<file path="src/rtl/ahb3lite_pkg.sv">
// Shared types and defaults for the AHB3-Lite memory write-port arbiter.
package ahb3lite_pkg;

   typedef enum logic [1:0] {
      ST_IDLE = 2'd0,
      ST_OWN0 = 2'd1,
      ST_OWN1 = 2'd2
   } arb_state_t;

   localparam int DEF_AW = 32;
   localparam int DEF_DW = 32;

endpackage

</file>
<file path="src/rtl/ahb3lite_rr_arb2.sv">
// Two-way round-robin pick: one-hot winner from req[1:0], ties broken by rr_ptr.
module ahb3lite_rr_arb2 (
   input  logic [1:0] req,
   input  logic       rr_ptr,
   output logic [1:0] pick
);

   always_comb begin
      pick = req;
      if (req == 2'b11) begin
         pick = rr_ptr ? 2'b10 : 2'b01;
      end
   end

endmodule

</file>
<file path="src/rtl/ahb3lite_mem_wr_arbiter.sv">
// Round-robin, burst-locked arbiter for the ahb3lite_memory write port (CPU vs DMA).
// Optional beat-limit preemption is enabled with `define ARB_BURST_LIMIT_EN.
//
//   state   | meaning
//   --------+---------------------------------------------
//   ST_IDLE | port free, arbitrate pending requests
//   ST_OWN0 | requester 0 (CPU) owns the port until its burst ends
//   ST_OWN1 | requester 1 (DMA) owns the port until its burst ends
module ahb3lite_mem_wr_arbiter
   import ahb3lite_pkg::*;
#(
   parameter int AW        = DEF_AW,
   parameter int DW        = DEF_DW,
   parameter int MAX_BEATS = 16
) (
   input  logic          HCLK,
   input  logic          HRESETn,
   input  logic          req0,
   input  logic [AW-1:0] addr0,
   input  logic [DW-1:0] wdata0,
   input  logic          last0,
   output logic          gnt0,
   input  logic          req1,
   input  logic [AW-1:0] addr1,
   input  logic [DW-1:0] wdata1,
   input  logic          last1,
   output logic          gnt1,
   output logic [AW-1:0] mem_WR_addr,
   output logic          mem_write_flag,
   output logic [DW-1:0] HWDATA_toMem,
   output logic          busy
);

   arb_state_t    state_q, state_d;
   logic          rr_ptr_q, rr_ptr_d;
   logic          wr_flag_q, wr_flag_d;
   logic [AW-1:0] addr_q, addr_d;
   logic [DW-1:0] data_q, data_d;

   logic [1:0]    pick;
   logic          beat0, beat1;
   logic          pre0, pre1;
   logic          end0, end1;

   assign beat0 = req0 & (state_q == ST_OWN0);
   assign beat1 = req1 & (state_q == ST_OWN1);

   ahb3lite_rr_arb2 u_rr_arb2 (
      .req    ({req1, req0}),
      .rr_ptr (rr_ptr_q),
      .pick   (pick)
   );

`ifdef ARB_BURST_LIMIT_EN
   localparam int CW = $clog2(MAX_BEATS + 1);

   logic [CW-1:0] cnt_q, cnt_d;
   logic          limit_hit;

   // This beat is the MAX_BEATS-th (or later, once saturated) of the current ownership.
   assign limit_hit = (cnt_q >= CW'(MAX_BEATS - 1));
   assign pre0      = limit_hit & req1;
   assign pre1      = limit_hit & req0;

   always_comb begin
      cnt_d = cnt_q;
      if ((state_d != state_q) && (state_d != ST_IDLE)) begin
         cnt_d = '0;
      end else if (beat0 | beat1) begin
         cnt_d = (cnt_q == CW'(MAX_BEATS)) ? cnt_q : cnt_q + CW'(1);
      end
   end

   always_ff @(posedge HCLK or negedge HRESETn) begin
      if (!HRESETn) begin
         cnt_q <= '0;
      end else begin
         cnt_q <= cnt_d;
      end
   end
`else
   localparam int unused_max_beats = MAX_BEATS;

   assign pre0 = 1'b0;
   assign pre1 = 1'b0;
`endif

   assign end0 = beat0 & (last0 | pre0);
   assign end1 = beat1 & (last1 | pre1);

   always_comb begin
      state_d   = state_q;
      rr_ptr_d  = rr_ptr_q;
      wr_flag_d = 1'b0;
      addr_d    = addr_q;
      data_d    = data_q;

      case (state_q)
         ST_IDLE: begin
            if (pick[0]) begin
               state_d = ST_OWN0;
            end else if (pick[1]) begin
               state_d = ST_OWN1;
            end
         end
         ST_OWN0: begin
            if (end0) begin
               rr_ptr_d = 1'b1;
               state_d  = req1 ? ST_OWN1 : ST_IDLE;
            end
         end
         ST_OWN1: begin
            if (end1) begin
               rr_ptr_d = 1'b0;
               state_d  = req0 ? ST_OWN0 : ST_IDLE;
            end
         end
         default: state_d = ST_IDLE;
      endcase

      if (beat0) begin
         wr_flag_d = 1'b1;
         addr_d    = addr0;
         data_d    = wdata0;
      end else if (beat1) begin
         wr_flag_d = 1'b1;
         addr_d    = addr1;
         data_d    = wdata1;
      end
   end

   always_ff @(posedge HCLK or negedge HRESETn) begin
      if (!HRESETn) begin
         state_q   <= ST_IDLE;
         rr_ptr_q  <= 1'b0;
         wr_flag_q <= 1'b0;
         addr_q    <= '0;
         data_q    <= '0;
      end else begin
         state_q   <= state_d;
         rr_ptr_q  <= rr_ptr_d;
         wr_flag_q <= wr_flag_d;
         addr_q    <= addr_d;
         data_q    <= data_d;
      end
   end

   assign gnt0           = (state_q == ST_OWN0);
   assign gnt1           = (state_q == ST_OWN1);
   assign busy           = (state_q != ST_IDLE);
   assign mem_write_flag = wr_flag_q;
   assign mem_WR_addr    = addr_q;
   assign HWDATA_toMem   = data_q;

endmodule

</file>
<file path="config.mk">
export PLATFORM = sky130hd
export DESIGN_NAME = ahb3lite_mem_wr_arbiter
export DESIGN_NICKNAME = d
export VERILOG_FILES = /design/src/rtl/ahb3lite_pkg.sv /design/src/rtl/ahb3lite_rr_arb2.sv /design/src/rtl/ahb3lite_mem_wr_arbiter.sv
export SDC_FILE = /design/constraint.sdc
export NUM_CORES = 1
export LEC_CHECK = 0
export BUFFER_PORTS_ARGS = -buffer_cell sky130_fd_sc_hd__buf_4
export CAP_MARGIN = 20
export CORE_MARGIN = 5
export CORE_UTILIZATION = 45
export CTS_BUF_LIST = sky130_fd_sc_hd__clkbuf_8
export CTS_CLUSTER_SIZE = 24
export DETAILED_ROUTE_END_ITERATION = 10
export HOLD_SLACK_MARGIN = 0.02
export PLACE_DENSITY = 0.8
export SLEW_MARGIN = 20
export SYNTH_ARGS = -nofsm -noshare
export SYNTH_HDL_FRONTEND = slang
export SYNTH_SLANG_ARGS = --single-unit
export TNS_END_PERCENT = 5
</file>
<file path="constraint.sdc">
create_clock -name HCLK -period 1.6 [get_ports HCLK]
set_input_delay 0 -clock HCLK [delete_from_list [all_inputs] [get_ports HCLK]]
set_output_delay 0 -clock HCLK [all_outputs]
set_load 0.005 [all_outputs]
</file>
==> results of run 1 <==
-- metrics by stage --
stage               hold slack (ps)  instance area, sq um
CTS                             154                  6670
finish                          153                  6670
floorplan                      -296                  3600
detailed placement            -36.4                  5100
global route                    178                  6670
global placement              -40.8                  5100
-- area by class of cell --
type,instances,area [sq um]
Sequential cell,68,1700
Timing Repair Buffer,345,2990
Clock buffer,10,138
Multi-Input combinational cell,273,1620
Antenna cell,1,2.50
Tap cell,102,128
Inverter,1,3.75
Clock inverter,6,87.6
Fill cell,384,1100
-- how the worst max path moves through the flow --
stage                          start               end  slack (ps)  cells after the start
after floorplan           state_q[0]   mem_WR_addr[13]         350                      6
after global placement    state_q[0]    mem_WR_addr[2]         210                      4
after detailed placement  state_q[0]    mem_WR_addr[2]         150                      4
after CTS                 state_q[0]    mem_WR_addr[2]         120                      4
after global routing      state_q[0]   mem_WR_addr[24]          30                      4
final                     state_q[0]  HWDATA_toMem[25]          90                      4
-- cell usage in the layout (no fill, tap or decap), types with 2 or more instances in the layout --
master / instances
clkinvlp_4: 3
dfrtp_1: 68
a22oi_1: 3
nand3_1: 3
a21oi_2: 100
nand2_1: 69
bufinv_16: 2
buf_12: 5
a21oi_1: 24
and3b_4: 2
nand3b_1: 2
clkbuf_8: 10
dlygate4sd3_1: 134
buf_4: 206
nor2_1: 62
-- per-layer routing --
| layer | wire length, um | up-vias | share of wire | global-route usage |
|---|---|---|---|---|
| li1 | - | 1894 | - | - |
| met1 | 5650 | 2040 | 0.35 | 0.358 |
| met5 | 0 | - | 0 | 0 |
| met2 | 8170 | 298 | 0.51 | 0.573 |
| met4 | 777 | 0 | 0.049 | 0.178 |
| met3 | 1410 | 80 | 0.088 | 0.0771 |
-- power by group through the flow --
stage               registers [uW]  clock network (uW)  logic, uW
CTS                           3150                1610       5030
finish                        3270                1610       5300
global placement              3150                   0       4600
detailed placement            3170                   0       4740
global route                  3340                1710       5670
floorplan                     3170                   0       2630
-- kinds of logic after synthesis --
logic type | count (synthesis) | synth area share
AOI/OAI and AO/OA | 131 | 0.292
buffers and inverters | 30 | 0.0772
DFF | 68 | 0.473
and+or+nand+nor | 142 | 0.158
-- sequential cells by signal, indices dropped and copies added, names as in the netlist --
| name | cells |
|---|---|
| HWDATA_toMem | 32 |
| mem_write_flag | 1 |
| rr_ptr_q | 1 |
| mem_WR_addr | 32 |
| state_q | 2 |
==> metrics.md, run 1 <==
| Metric | Value |
|---|---|
| CTS tree | `built` |
| Gr ovfl total | `0` |
| Vias in the first global route | `around 4700` |
| Die area | `around 10000 sq um` |
| Reg2reg end | `HWDATA_toMem[25]` |
| Total CTS buffers | `9` |
| RR Startpoint | `state_q[0]` |
| Initial antenna violation count | `1` |
| Final hold vios | `0` |
| Overall power | `slightly above 10000 uW` |
| RSZ-0062 raised after global routing | `false` |
| Tmin final | `roughly 1500 ps` |
| Synth Flop Type | `dfrtp_1` |
| Syn Nets | `between 500 and 600` |
| Slew Limit Fails | `0` |
| Clock power share | `0.158` |
| Tot GR Track Use | `0.324` |
| CP endpoint kind | `register` |
| Core footprint | `between 7000 and 8000 sq um` |
| CTS sink count | `a little under 70` |
| Sw power | `a little under 4000 uW` |
| Top-count cell post-synth | `a21oi_2` |
| Slowest cell on the critical path | `dfrtp_1` |
| Syn_area_per_cell | `roughly 9.7 sq um` |
| Share of the synthesized area in the top cell type | `0.473` |
| Leakage | `0.00314 uW` |
| CP most frequent cell | `a21oi_2` |
| Delay-heaviest family, CP | `flip-flops` |
| Area leader, netlist | `dfrtp_1` |
| Routed wire length | `about 16 mm` |
| CP startpoint kind | `register` |
| CP arrival | `1770 ps` |
| Initial Util | `0.463` |
| Register area share after synthesis | `0.473` |
| R2R Setup Slk | `just over 90 ps` |
| Cell Area, Synth | `about 3600 sq um` |
| Residual DRC count | `0` |
| Most instantiated cells after synthesis | `100 x a21oi_2, 69 x nand2_1, 68 x dfrtp_1` |
| Placed Instances | `around 660` |
| Drt wl/cell | `between 15 and 20 um` |
| Cell chosen for the clock root | `clkbuf_8` |
| Slew at the pin closest to its max-slew limit | `just over 400 ps` |
| I/O pins | `202` |
| Final worst path period share | `0.942` |
| Status | `finished clean` |
| Type of the worst setup path | `reg -> reg` |
| Routed vias | `between 4000 and 5000` |
| Max Root-Sink Buffers | `2` |
| Maximum vdd ir drop | `about 0.84 mV` |
| F_max | `664 MHz` |
| Max Cap Viol | `0` |
| Post-CTS Setup Inserts | `0` |
| CP Data Required Time | `roughly 1900 ps` |
| Number of library cell types mapped by synthesis | `24` |
| Final WS setup | `between 90 and 100 ps` |
| Post-CTS resize count | `0` |
| Largest net degree at the start of global routing | `42` |
| PD cells | `approximately 1500 nW/um^2` |
| Crit-path cells | `and3b_4 -> buf_12 -> a21oi_2 -> a21oi_2` |
| Cell row count | `32` |
| Die height | `between 90 and 100 um` |
| Logic pwr share | `0.520` |
| Die X | `just under 100 um` |
| Flop pwr share | `0.321` |
| Int Pwr | `~6200 uW` |
| Worst Skew | `11.0 ps` |
| Half-perimeter wire length after placement | `8.20 mm` |
| WP buf/inv | `1` |
| Syn Inst Count | `around 370` |
| Clock-pin slew on the worst setup and hold paths | `~90 ps` |
| Hold Path Class | `in -> async` |
| CTS Hold Bufs | `approximately 130` |
| Worst path max stage delay | `roughly 470 ps` |
| Initial DRC count | `approximately 340` |
| Worst-skew pair later-pin latency | `350 ps` |
| Synth area leaders | `dfrtp_1 47%, a21oi_2 24%, nand2_1 7.2%` |
| DP Worst Slack | `roughly 150 ps` |
| Finish-stage setup viols | `0` |
| Sw frac | `0.387` |
| Post-route ant nets | `0` |
| Via/cell ratio | `between 5 and 6` |
| NumNets Final | `between 800 and 900` |
| Async SR Flop Fraction | `1.00` |
| TNS Setup | `0 ps` |
| First-pass GRT wire length | `25.0 mm` |
| Area growth from synthesis to layout | `85.5%` |
| Worst-case reg-to-reg path depth | `4` |
| Number of synthesis warnings | `0` |
| CP max FO | `40` |
| Buffers on Ports | `between 200 and 250` |
| 1st-pass router iterations | `5` |
| Final Instance Count excl. Fillers | `806` |
| Layout cells sized above 1 | `0.469` |
| H-tree depth | `3` |
| Rel. slew slack | `0.731` |
| Number of synthesized flops with an enable pin | `0` |
| RD Place Congestion | `just under 0.9` |
| Yosys reg bits | `just under 70` |
| Finished Core Util | `0.859` |
(Power assumes the default switching activity.)
==> run 2, diff against run 1 <==
- GPL_TIMING_DRIVEN: default -> 0
==> run 2 against run 1 <==
- non-clock buffer count up 19
- register-to-register slack worse by 20 ps
- setup slack worse by 16 ps
- final cell count up 2.6%
- worst hold slack better by 230 ps
- global-route usage down 0.65 points
- total power down 2.8%
- sequential share of layout area down 0.27 points
- clock-buffer cell count unchanged
- critical path depth unchanged
- first-iteration DRC count down 45%
==> metrics.md, run 2 (synthesis results as in run 1) <==
| Metric | Value |
|---|---|
| Status | `finished clean` |
| Initial DRC count | `185 (-45%)` |
| Vias in the first global route | `4716 (-0.44%)` |
| Worst Skew | `13.8 ps (+2.83 ps)` |
| Worst path depth | `4 (unchanged)` |
| Layout cells sized above 1 | `0.472 (+0.00288)` |
| CTS tree | `built` |
| Buffers on Ports | `201 (unchanged)` |
| Hold Path Class | `in -> async` |
| Delay-heaviest family, CP | `buffers and inverters` |
| CP startpoint kind | `register` |
| Slowest cell on the critical path | `dlygate4sd3_1` |
| Max Cap Viol | `0 (unchanged)` |
| RD Place Congestion | `0.860 (-2.1%)` |
| Slew Limit Fails | `0 (unchanged)` |
| Overall power | `9890 uW (-2.8%)` |
| H-tree depth | `3 (unchanged)` |
| RSZ-0062 raised after global routing | `false` |
| Maximum vdd ir drop | `0.799 mV (-4.7%)` |
| Commonest non-fill, non-tap cells in the layout | `203 x buf_4, 134 x dlygate4sd3_1, 100 x a21oi_2, 69 x nand2_1, 68 x dfrtp_1` |
| Clock-pin slew on the worst setup and hold paths | `80 ps (about the same)` |
| Rel. slew slack | `0.411 (-0.321)` |
| Die X | `99.4 um (unchanged)` |
| Placed Instances | `674 (+2.9%)` |
| Via/cell ratio | `5.24 (-2.0%)` |
| Cell row count | `32 (unchanged)` |
| Die height | `99.4 um (unchanged)` |
| Worst-skew pair later-pin latency | `340 ps (about the same)` |
| R2R Setup Slk | `80 ps (-20 ps)` |
| Final hold vios | `0 (unchanged)` |
| Largest net degree at the start of global routing | `69 (+64%)` |
| Drt wl/cell | `19.1 um (-3.9%)` |
| WP buf/inv | `1 (unchanged)` |
| Fillcell total | `371 (-3.4%)` |
| Reg2reg end | `state_q[0]` |
| Slew at the pin closest to its max-slew limit | `884 ps (+481 ps)` |
| Routed vias | `4337 (+0.58%)` |
| CP arrival | `1730 ps (-40 ps)` |
| Worst path max stage delay | `560 ps (+90 ps)` |
| Finish-stage setup viols | `0 (unchanged)` |
| NumNets Final | `851 (+2.3%)` |
| Post-CTS Setup Inserts | `0 (unchanged)` |
| Die area | `9880 sq um (unchanged)` |
| Gr ovfl total | `0 (unchanged)` |
| Post-route ant nets | `0 (unchanged)` |
| 1st-pass router iterations | `5 (unchanged)` |
| CP Data Required Time | `1810 ps (-60 ps)` |
| Crit-path cells | `and2b_1 -> nand2_1 -> o21ai_0 -> dlygate4sd3_1` |
| Tot GR Track Use | `0.318 (-0.00646)` |
| CP max FO | `9 (-78%)` |
| CTS sink count | `68 (unchanged)` |
| Worst-case reg-to-reg path depth | `4 (unchanged)` |
| TNS Setup | `0 ps (unchanged)` |
| Final Instance Count excl. Fillers | `827 (+2.6%)` |
| Final worst path period share | `0.952 (+0.0101)` |
| Max Root-Sink Buffers | `2 (unchanged)` |
| Type of the worst setup path | `reg -> reg` |
| I/O pins | `202 (unchanged)` |
| Cell chosen for the clock root | `clkbuf_8` |
| Tmin final | `1520 ps (+16.2 ps)` |
| PD cells | `1470 nW/um^2 (-3.9%)` |
| Initial Util | `0.463 (unchanged)` |
| Total CTS buffers | `9 (unchanged)` |
| Worst Setup EP | `state_q[0]` |
| Leakage | `0.00321 uW (+2.2%)` |
| Initial antenna violation count | `3 (+2)` |
| Routed wire length | `15.8 mm (-1.4%)` |
| Half-perimeter wire length after placement | `8.60 mm (+4.8%)` |
| First-pass GRT wire length | `24.7 mm (-1.3%)` |
| Core footprint | `7770 sq um (unchanged)` |
| Commonest non-fill, non-tap cell in the layout | `buf_4` |
| Area growth from synthesis to layout | `87.5%` |
| Residual DRC count | `0 (unchanged)` |
| Worst setup path start | `state_q[1]` |
| F_max | `657 MHz (-1.1%)` |
| RR Startpoint | `state_q[1]` |
| CP endpoint kind | `register` |
## run 2: cell count changes in the layout (fill, tap and decap cells not counted), moves of 3 or more
cell	before	now
buf_4	206	203
clkbuf_1	0	3
buf_2	0	12
inv_1	1	5
buf_6	0	6
clkinvlp_4	3	0
## run 2: worst min path at each step
| stage | start | to | slack, ps | cells after the start |
|---|---|---|---|---|
| finish | HRESETn | HWDATA_toMem[15] | 380 | 2 |
| global route | HRESETn | HWDATA_toMem[17] | 430 | 2 |
| CTS | HRESETn | HWDATA_toMem[16] | 360 | 2 |
| detailed placement | HRESETn | HWDATA_toMem[16] | 180 | 1 |
| global placement | HRESETn | HWDATA_toMem[16] | 180 | 1 |
| floorplan | HRESETn | HWDATA_toMem[0] | -300 | 0 |
## run 2: power breakdown
group / switching, uW / internal [uW] / leakage (uW) / total (uW)
logic: 2610 / 2830 / 0.00231 / 5440
clock network: 671 / 580 / 0.000101 / 1250
registers: 579 / 2620 / 0.000796 / 3200
total: 3860 / 6030 / 0.00321 / 9890
## run 2: layer usage
metal | global-route usage | wire, um | part of all wire
met3 | 0.0715 | 1210 | 0.077
met5 | 0 | 0 | 0
met2 | 0.570 | 8050 | 0.51
met4 | 0.168 | 778 | 0.049
met1 | 0.349 | 5750 | 0.36
## run 2: layout make-up
| class | instances | area [sq um] | share of cell area |
|---|---|---|---|
| diodes | 3 | 7.51 | 0.00111 |
| plain buffers | 29 | 274 | 0.0406 |
| clock buffers | 10 | 138 | 0.0204 |
| well taps | 102 | 128 | 0.0189 |
| repair buffers | 335 | 2850 | 0.423 |
| clock inverters | 6 | 25.0 | 0.00371 |
| inverters | 1 | 3.75 | 0.000557 |
| flip-flops and latches | 68 | 1700 | 0.252 |
| multi-input cells | 273 | 1620 | 0.240 |
## run 2: repair_timing
| action | CTS | global route |
|---|---|---|
| resized for setup | 0 | 0 |
| hold buffers | 134 | 0 |
| endpoints found under the hold margin | 135 | 0 |
## run 2: through the flow
stage / area, sq um / utilization / hold slack [ps] / worst slack (ps)
CTS: 6740 / 0.867 / 358 / 139
global route: 6740 / 0.868 / 427 / 24.7
floorplan: 3600 / - / -296 / 347
finish: 6740 / 0.868 / 378 / 77.1
global placement: 5230 / 0.674 / 175 / 220
detailed placement: 5230 / 0.674 / 178 / 171
==> run 3, diff against run 2 <==
- PLACE_DENSITY: 0.8 -> 0.9
==> run 3 against run 2 <==
- sequential power barely moved
- global-route usage rose by 0.43 points
- non-clock buffer count did not move
- design area barely moved
- wire length rose by 0.51%
- total power rose by 0.90%
- critical path type unchanged
- largest power group unchanged
==> metrics.md, run 3 (synthesis results as in run 1) <==
| Metric | Value |
|---|---|
| H-tree depth | `3 (unchanged)` |
| Fillcell total | `361 (-2.7%)` |
| Final hold vios | `0 (unchanged)` |
| Tmin final | `1500 ps (-25.8 ps)` |
| Cell row count | `32 (unchanged)` |
| Post-CTS resize count | `0 (unchanged)` |
| Area growth from synthesis to layout | `87.7% (about the same)` |
| WHS | `321 ps (-57.6 ps)` |
| CTS sink count | `68 (unchanged)` |
| Die height | `99.4 um (unchanged)` |
| Vias in the first global route | `4850 (+2.8%)` |
| 1st-pass router iterations | `5 (unchanged)` |
| Initial Util | `0.463 (unchanged)` |
| Tot GR Track Use | `0.322 (+0.00433)` |
| Via/cell ratio | `5.34 (+1.8%)` |
| Die area | `9880 sq um (unchanged)` |
| Max Cap Viol | `0 (unchanged)` |
| Residual DRC count | `0 (unchanged)` |
| Hold Path Class | `in -> async` |
| First-pass GRT wire length | `25.2 mm (+2.1%)` |
| Max Root-Sink Buffers | `2 (unchanged)` |
| CP arrival | `1770 ps (+40 ps)` |
| Worst-skew pair later-pin latency | `330 ps (about the same)` |
| Drt wl/cell | `19.2 um (+0.63%)` |
| Post-route ant nets | `0 (unchanged)` |
| F_max | `668 MHz (+1.7%)` |
| Worst Skew | `9.69 ps (-4.10 ps)` |
| Core footprint | `7770 sq um (unchanged)` |
| Initial antenna violation count | `3 (unchanged)` |
| I/O pins | `202 (unchanged)` |
| Layout cells sized above 1 | `0.474 (+0.00204)` |
| Status | `finished clean` |
| CP Data Required Time | `1870 ps (+60 ps)` |
| TNS Setup | `0 ps (unchanged)` |
| Overall power | `9980 uW (+0.90%)` |
| Routed vias | `4411 (+1.7%)` |
| Buffers on Ports | `201 (unchanged)` |
| RSZ-0062 raised after global routing | `false` |
| Commonest non-fill, non-tap cell in the layout | `buf_4` |
| Commonest non-fill, non-tap cells in the layout | `203 x buf_4, 134 x dlygate4sd3_1, 100 x a21oi_2, 69 x nand2_1, 68 x dfrtp_1` |
| Slew at the pin closest to its max-slew limit | `872 ps (-11.8 ps)` |
| Initial DRC count | `203 (+9.7%)` |
| CP endpoint kind | `register` |
| Total CTS buffers | `9 (unchanged)` |
| Rel. slew slack | `0.419 (+0.00787)` |
| Maximum vdd ir drop | `0.861 mV (+7.7%)` |
| Half-perimeter wire length after placement | `8.22 mm (-4.3%)` |
| Largest net degree at the start of global routing | `69 (unchanged)` |
| Clock-pin slew on the worst setup and hold paths | `80 ps (about the same)` |
| PD cells | `1480 nW/um^2 (+0.81%)` |
| Finish-stage setup viols | `0 (unchanged)` |
| Gr ovfl total | `0 (unchanged)` |
| Leakage | `0.00321 uW (-0.11%)` |
| CTS tree | `built` |
| Routed wire length | `15.9 mm (+0.51%)` |
| CP max FO | `9 (unchanged)` |
| Cell chosen for the clock root | `clkbuf_8` |
| Slew Limit Fails | `0 (unchanged)` |
| CP startpoint kind | `register` |
| RD Place Congestion | `0.860 (about the same)` |
| Type of the worst setup path | `reg -> reg` |
| Die X | `99.4 um (unchanged)` |
| NumNets Final | `851 (unchanged)` |
| Final worst path period share | `0.936 (-0.0161)` |
## run 3: worst max-delay path, stage by stage, from the launching register on
cell and delay [ps]:
dfrtp_1 470, a21oi_1 230, a31oi_1 70, o21ai_0 130, dlygate4sd3_1 550
## run 3: stage by stage
| step | area, sq um | utilization | worst slack [ps] | instances |
|---|---|---|---|---|
| 6_report | 6750 | 0.869 | 103 | 826 |
| 4_1_cts | 6740 | 0.868 | 145 | 823 |
| 5_1_grt | 6750 | 0.869 | 10.3 | 826 |
| 3_5_place_dp | 5230 | 0.674 | 194 | 674 |
| 2_1_floorplan | 3600 | - | 347 | 371 |
| 3_3_place_gp | 5230 | 0.674 | 240 | 674 |
## run 3: final timing paths
| check | from | to | slack, ps | depth (start not counted) |
|---|---|---|---|---|
| worst max register to register | state_q[1] | state_q[0] | 100 | 4 |
| worst max-delay path | state_q[1] | state_q[0] | 100 | 4 |
| worst min-delay path | HRESETn | HWDATA_toMem[1] | 320 | 2 |
| worst min register to register | HWDATA_toMem[26] | HWDATA_toMem[26] | 520 | 2 |
| min in group HCLK | addr0[0] | mem_WR_addr[0] | 440 | 4 |
| max in group asynchronous | HRESETn | HWDATA_toMem[29] | 700 | 2 |
## run 3: final cells by class
class / count / area (sq um) / share of cell area
Buffer: 29 / 274 / 0.0406
Timing Repair Buffer: 335 / 2850 / 0.422
Clock buffer: 11 / 151 / 0.0224
Antenna cell: 3 / 7.51 / 0.00111
Sequential cell: 68 / 1700 / 0.252
Clock inverter: 4 / 17.5 / 0.00259
Inverter: 1 / 3.75 / 0.000556
Tap cell: 102 / 128 / 0.0189
Multi-Input combinational cell: 273 / 1620 / 0.239
## run 3: report_power, final
| group | switching [uW] | internal, uW |
|---|---|---|
| Combinational | 2650 | 2830 |
| Sequential | 601 | 2630 |
| Clock | 644 | 624 |
## run 3: repair_timing
| action | 4_1_cts | 5_1_grt |
|---|---|---|
| hold buffers | 134 | 0 |
| buffers inserted | 0 | 0 |
| endpoints found under the hold margin | 135 | 0 |
## run 3: per-layer routing
layer	vias to the layer above	GRT usage	wire (um)
li1	1937	-	-
met1	2140	0.361	5560
met2	273	0.565	8290
met3	61	0.0799	1350
met4	0	0.166	670
met5	-	0	0
